==> config.mk <==
export PLATFORM = sky130hd
export DESIGN_NAME = alu_op_sequencer
export DESIGN_NICKNAME = d
export VERILOG_FILES = /design/src/rtl/alu_op_sequencer.sv
export SDC_FILE = /design/constraint.sdc
export NUM_CORES = 1
export LEC_CHECK = 0
export ABC_AREA = 1
export CAP_MARGIN = 20
export CORE_MARGIN = 2
export CORE_UTILIZATION = 55
export CTS_CLUSTER_DIAMETER = 80
export DETAILED_ROUTE_END_ITERATION = 10
export GPL_TIMING_DRIVEN = 0
export PLACE_DENSITY = 0.8
export SLEW_MARGIN = 25
export SYNTH_ARGS = -nofsm -noshare
export SYNTH_HDL_FRONTEND = slang
export SYNTH_SLANG_ARGS = --single-unit
export TNS_END_PERCENT = 10
==> constraint.sdc <==
create_clock -name clk -period 2.9 [get_ports clk]
set_input_delay 0.87 -clock clk [delete_from_list [all_inputs] [get_ports clk]]
set_output_delay 0.87 -clock clk [all_outputs]
set_load 0.01 [all_outputs]
==> src/rtl/alu_op_sequencer.sv <==
// Command FIFO plus IDLE/DRIVE/RESP controller that feeds the combinational add/sub ALU
// one command per two cycles. Define ALU_FLAGS_EN to add the res_carry/res_zero outputs.
module alu_op_sequencer #(
  parameter int unsigned DATA_W     = 8,
  parameter int unsigned FIFO_DEPTH = 4
) (
  input  logic              clk,
  input  logic              reset,
  input  logic              cmd_valid,
  output logic              cmd_ready,
  input  logic [DATA_W-1:0] cmd_a,
  input  logic [DATA_W-1:0] cmd_b,
  input  logic              cmd_op,
  output logic [DATA_W-1:0] alu_a,
  output logic [DATA_W-1:0] alu_b,
  output logic              alu_add_sub,
  output logic              alu_en,
  input  logic [DATA_W-1:0] alu_result,
  output logic              res_valid,
  input  logic              res_ready,
  output logic [DATA_W-1:0] res_data,
  output logic              busy
`ifdef ALU_FLAGS_EN
  ,
  output logic              res_carry,
  output logic              res_zero
`endif
);

  localparam int unsigned PtrW = $clog2(FIFO_DEPTH);
  localparam int unsigned CntW = $clog2(FIFO_DEPTH) + 1;
  localparam int unsigned EntW = 2 * DATA_W + 1;
  localparam logic [CntW-1:0] FullCnt = CntW'(FIFO_DEPTH);

  typedef enum logic [1:0] {StIdle, StDrive, StResp} state_e;

  state_e          state_q;
  logic [EntW-1:0] mem_q [FIFO_DEPTH];
  logic [PtrW-1:0] wr_ptr_q, rd_ptr_q;
  logic [CntW-1:0] count_q;
  logic            empty, push, pop;
  logic [EntW-1:0] head;

  assign empty     = (count_q == '0);
  assign cmd_ready = (count_q != FullCnt);
  assign push      = cmd_valid && cmd_ready;
  assign head      = mem_q[rd_ptr_q];
  assign busy      = (state_q != StIdle) || !empty;

  // The FSM decides when the head leaves the FIFO; it is consumed in the same edge it loads.
  always_comb begin
    pop = 1'b0;
    case (state_q)
      StIdle:  pop = !empty;
      StResp:  pop = res_ready && !empty;
      default: pop = 1'b0;
    endcase
  end

  always_ff @(posedge clk) begin
    if (reset) begin
      wr_ptr_q <= '0;
      rd_ptr_q <= '0;
      count_q  <= '0;
    end else begin
      if (push) begin
        mem_q[wr_ptr_q] <= {cmd_op, cmd_a, cmd_b};
        wr_ptr_q        <= wr_ptr_q + 1'b1;
      end
      if (pop) rd_ptr_q <= rd_ptr_q + 1'b1;
      case ({push, pop})
        2'b10:   count_q <= count_q + 1'b1;
        2'b01:   count_q <= count_q - 1'b1;
        default: count_q <= count_q;
      endcase
    end
  end

`ifdef ALU_FLAGS_EN
  logic [DATA_W:0] sum_ext;
  logic            flag_carry;
  assign sum_ext    = {1'b0, alu_a} + {1'b0, alu_b};
  // For subtract the flag reports a borrow rather than the raw adder carry.
  assign flag_carry = alu_add_sub ? sum_ext[DATA_W] : (alu_a < alu_b);
`endif

  always_ff @(posedge clk) begin
    if (reset) begin
      state_q     <= StIdle;
      alu_a       <= '0;
      alu_b       <= '0;
      alu_add_sub <= 1'b0;
      alu_en      <= 1'b0;
      res_valid   <= 1'b0;
      res_data    <= '0;
`ifdef ALU_FLAGS_EN
      res_carry   <= 1'b0;
      res_zero    <= 1'b0;
`endif
    end else begin
      case (state_q)
        StIdle: begin
          if (pop) begin
            {alu_add_sub, alu_a, alu_b} <= head;
            alu_en  <= 1'b1;
            state_q <= StDrive;
          end
        end
        StDrive: begin
          alu_en    <= 1'b0;
          res_data  <= alu_result;
          res_valid <= 1'b1;
`ifdef ALU_FLAGS_EN
          res_carry <= flag_carry;
          res_zero  <= (alu_result == '0);
`endif
          state_q   <= StResp;
        end
        StResp: begin
          if (res_ready) begin
            res_valid <= 1'b0;
            if (pop) begin
              {alu_add_sub, alu_a, alu_b} <= head;
              alu_en  <= 1'b1;
              state_q <= StDrive;
            end else begin
              state_q <= StIdle;
            end
          end
        end
        default: begin
          alu_en  <= 1'b0;
          state_q <= StIdle;
        end
      endcase
    end
  end

endmodule

==> results.json <==
{
  "grt-ovfl-total": 0,
  "grt_pass1_vias": 3253,
  "finalCriticalPeriod_ns": 2.83,
  "clockBufferDepth": 2,
  "netlist_instances": 494,
  "synth_compound_area_frac": 0.0236,
  "slew_viol_final": 0,
  "synth_top_family_by_area": "simple AND/OR/NAND/NOR gates",
  "drt-total-wl_um": 9180,
  "setup_ws_ns": 0.0671,
  "htree_levels": 3,
  "io_buffers": 57,
  "vias": 3323,
  "multi_input_area_um2": 1170,
  "cp_slowest_cell": "clkdlybuf4s50_1",
  "nFillCells": 570,
  "nets": 603,
  "syn_area_per_cell_um2": 9.00,
  "yosysSeqAreaShare": 0.630,
  "place_area_um2": 5200,
  "final_cell_area_um2": 5420,
  "syn2layout_area_growth_pct": 21.9,
  "clk_pin_slew_ns": 0.11,
  "dp_slack_ns": -0.568,
  "netlist_area_um2": 4450,
  "gp_congestion": 0.767,
  "drive_gt1_frac": 0.0803,
  "timing.hold.ws_ns": 0.480,
  "fin_tns_setup_ns": 0,
  "synthAdderAreaFrac": 0.0186,
  "dp.cells": 657,
  "hold_buffers": 0,
  "grt_setup_unrepaired": "no",
  "max_freq_mhz": 353,
  "path_cells": "clkdlybuf4s50_1 > inv_2 > a21oi_4 > nand2_2 > buf_12 > nand3_1 > buf_2",
  "cts_sinks": 106,
  "grt_pass1_wl_um": 15100,
  "antenna_found_initial": 0,
  "irDropWorstVdd_mv": 0.586,
  "insertion_delay_ns": 0.38,
  "end_kind": "output port",
  "ys_types": 21,
  "die_w_um": 93.9,
  "yosysWarnings": 0,
  "synth-xor-area-share": 0,
  "layout.cells.non_filler": 675,
  "rows": 32,
  "cts_made_buffers": 9,
  "drc": 0,
  "cp_max_fo": 2,
  "dp_hpwl_um": 6220,
  "cts_tree": "done",
  "finalPower_mw": 5.03,
  "drv_cap": 0,
  "insertedDiodeCount": 0,
  "synth-simple-area-share": 0.215,
  "start_kind": "input pin",
  "reg2reg_depth": 13,
  "hold_path.class": "flop to flop",
  "io_pins": 58,
  "finalClockSkew_ns": 0.0166,
  "regArea_um2": 2800,
  "min_path_cells": 2,
  "critPathRequiredTime_ns": 2.03,
  "worst_pin_slew_ns": 0.622,
  "grt_usage": 0.226,
  "muxShareOfSynthArea": 0,
  "crit_arrival_ns": 1.96,
  "drt_iter0_markers": 264,
  "die_area_um2": 8820,
  "wire_per_inst_um": 13.6,
  "initial_core_util": 0.573,
  "core_area_um2": 7770,
  "slew_headroom": 0.585,
  "setup_viol": 0,
  "ant_nets": 0,
  "drt-vias-per-instance": 4.92,
  "finalHoldViolations": 0,
  "root_buffer": "clkbuf_8",
  "synth_nets": 529,
  "total_leakage_power_nw": 2.46,
  "fin_crit_sh": 0.977,
  "power_density_nw_per_um2": 927,
  "ys_seq_elements": 106,
  "fp.dieH_um": 93.9,
  "grt_start_max_net_pins": 21,
  "max_stage_delay_ns": 0.49,
  "post-route-util": 0.698,
  "firstDrtPassIters": 5,
  "status": "finished, final reports clean",
  "worst-setup-path-type": "input pin to output port"
}
## repair_timing
| action | 4_1_cts | 5_1_grt |
|---|---|---|
| buffers inserted | 3 | 0 |
| hold endpoints to repair | 0 | 0 |
| endpoints found under the setup margin | 1 | 2 |
| gates resized for setup | 6 | 4 |
| pin swaps | 2 | 2 |
## cell families after synthesis
| logic type | after synthesis |
|---|---|
| adder cells (fa/ha/maj) | 6 |
| flip-flops | 106 |
| AO/OA/AOI/OAI | 20 |
| AND/OR/NAND/NOR | 238 |
| buffers and inverters | 124 |
## critical path, delay by kind of cell
kind	cells	cell delay, ns
AOI/OAI and AO/OA	1	0.13
buffers and inverters	4	0.81
and+or+nand+nor	2	0.14
## cell usage after synthesis
cell	number	area, um2
nand2_1	132	495
inv_1	104	390
edfxtp_1	68	2040
nor2_1	60	225
nand3_1	44	220
dfxtp_1	38	761
o21ai_0	11	55.1
buf_2	9	45.0
a21oi_1	7	35.0
ha_1	5	62.6
clkbuf_1	3	11.3
buf_4	2	15.0
buf_6	2	22.5
clkinv_1	2	7.51
a21oi_2	1	8.76
a31oi_1	1	6.26
buf_1	1	3.75
fa_1	1	20.0
inv_2	1	3.75
nand2_2	1	6.26
nor2_4	1	11.3
## routing by layer
metal | routed length, um | vias to the layer above | global-route usage | share of wire
li1 | - | 1655 | - | -
met1 | 4030 | 1542 | 0.284 | 0.44
met2 | 4420 | 103 | 0.376 | 0.48
met3 | 486 | 23 | 0.0393 | 0.053
met4 | 243 | 0 | 0.111 | 0.026
met5 | 0 | - | 0 | 0
## final cells by class
class	count	share of cell area
sequential	106	0.517
multi-input combinational	264	0.215
timing repair buffer	64	0.117
inverter	107	0.0741
tap	102	0.0235
clock buffer	9	0.0229
buffer	16	0.0175
clock inverter	7	0.0122
## where the power goes
group          switching, mW  internal, mW  leakage [nW]  total [mW]
clock                  0.547         0.338        0.0991       0.885
combinational           1.24         0.883          1.43        2.12
sequential             0.137          1.89         0.931        2.02
## sequential cells by signal (all words and copies together), names as in the netlist, named ones only
signal	flops
rd_ptr_q	2
res_valid	1
alu_en	1
alu_add_sub	1
count_q	3
mem_q	68
state_q	2
alu_b	8
alu_a	8
res_data	8
wr_ptr_q	2
## placed cells by master, fill, tap and decap left out, drive strengths merged
cell,Yosys,layout
a21oi,8,8
a31oi,1,1
buf,14,21
clkbuf,3,12
clkdlybuf4s50,0,56
clkinv,2,3
dfxtp,38,38
edfxtp,68,68
fa,1,1
ha,5,5
inv,105,111
nand2,133,133
nand3,44,44
nor2,61,61
o21ai,11,11
## final timing paths
path | start | to | slack (ns)
setup / recovery | res_ready | busy | 0.07
hold / removal | alu_en | alu_en | 0.48
setup reg to reg | state_q[1] | count_q[2] | 0.77
hold reg to reg | alu_en | alu_en | 0.48
Power figures use the tool's default switching activity.
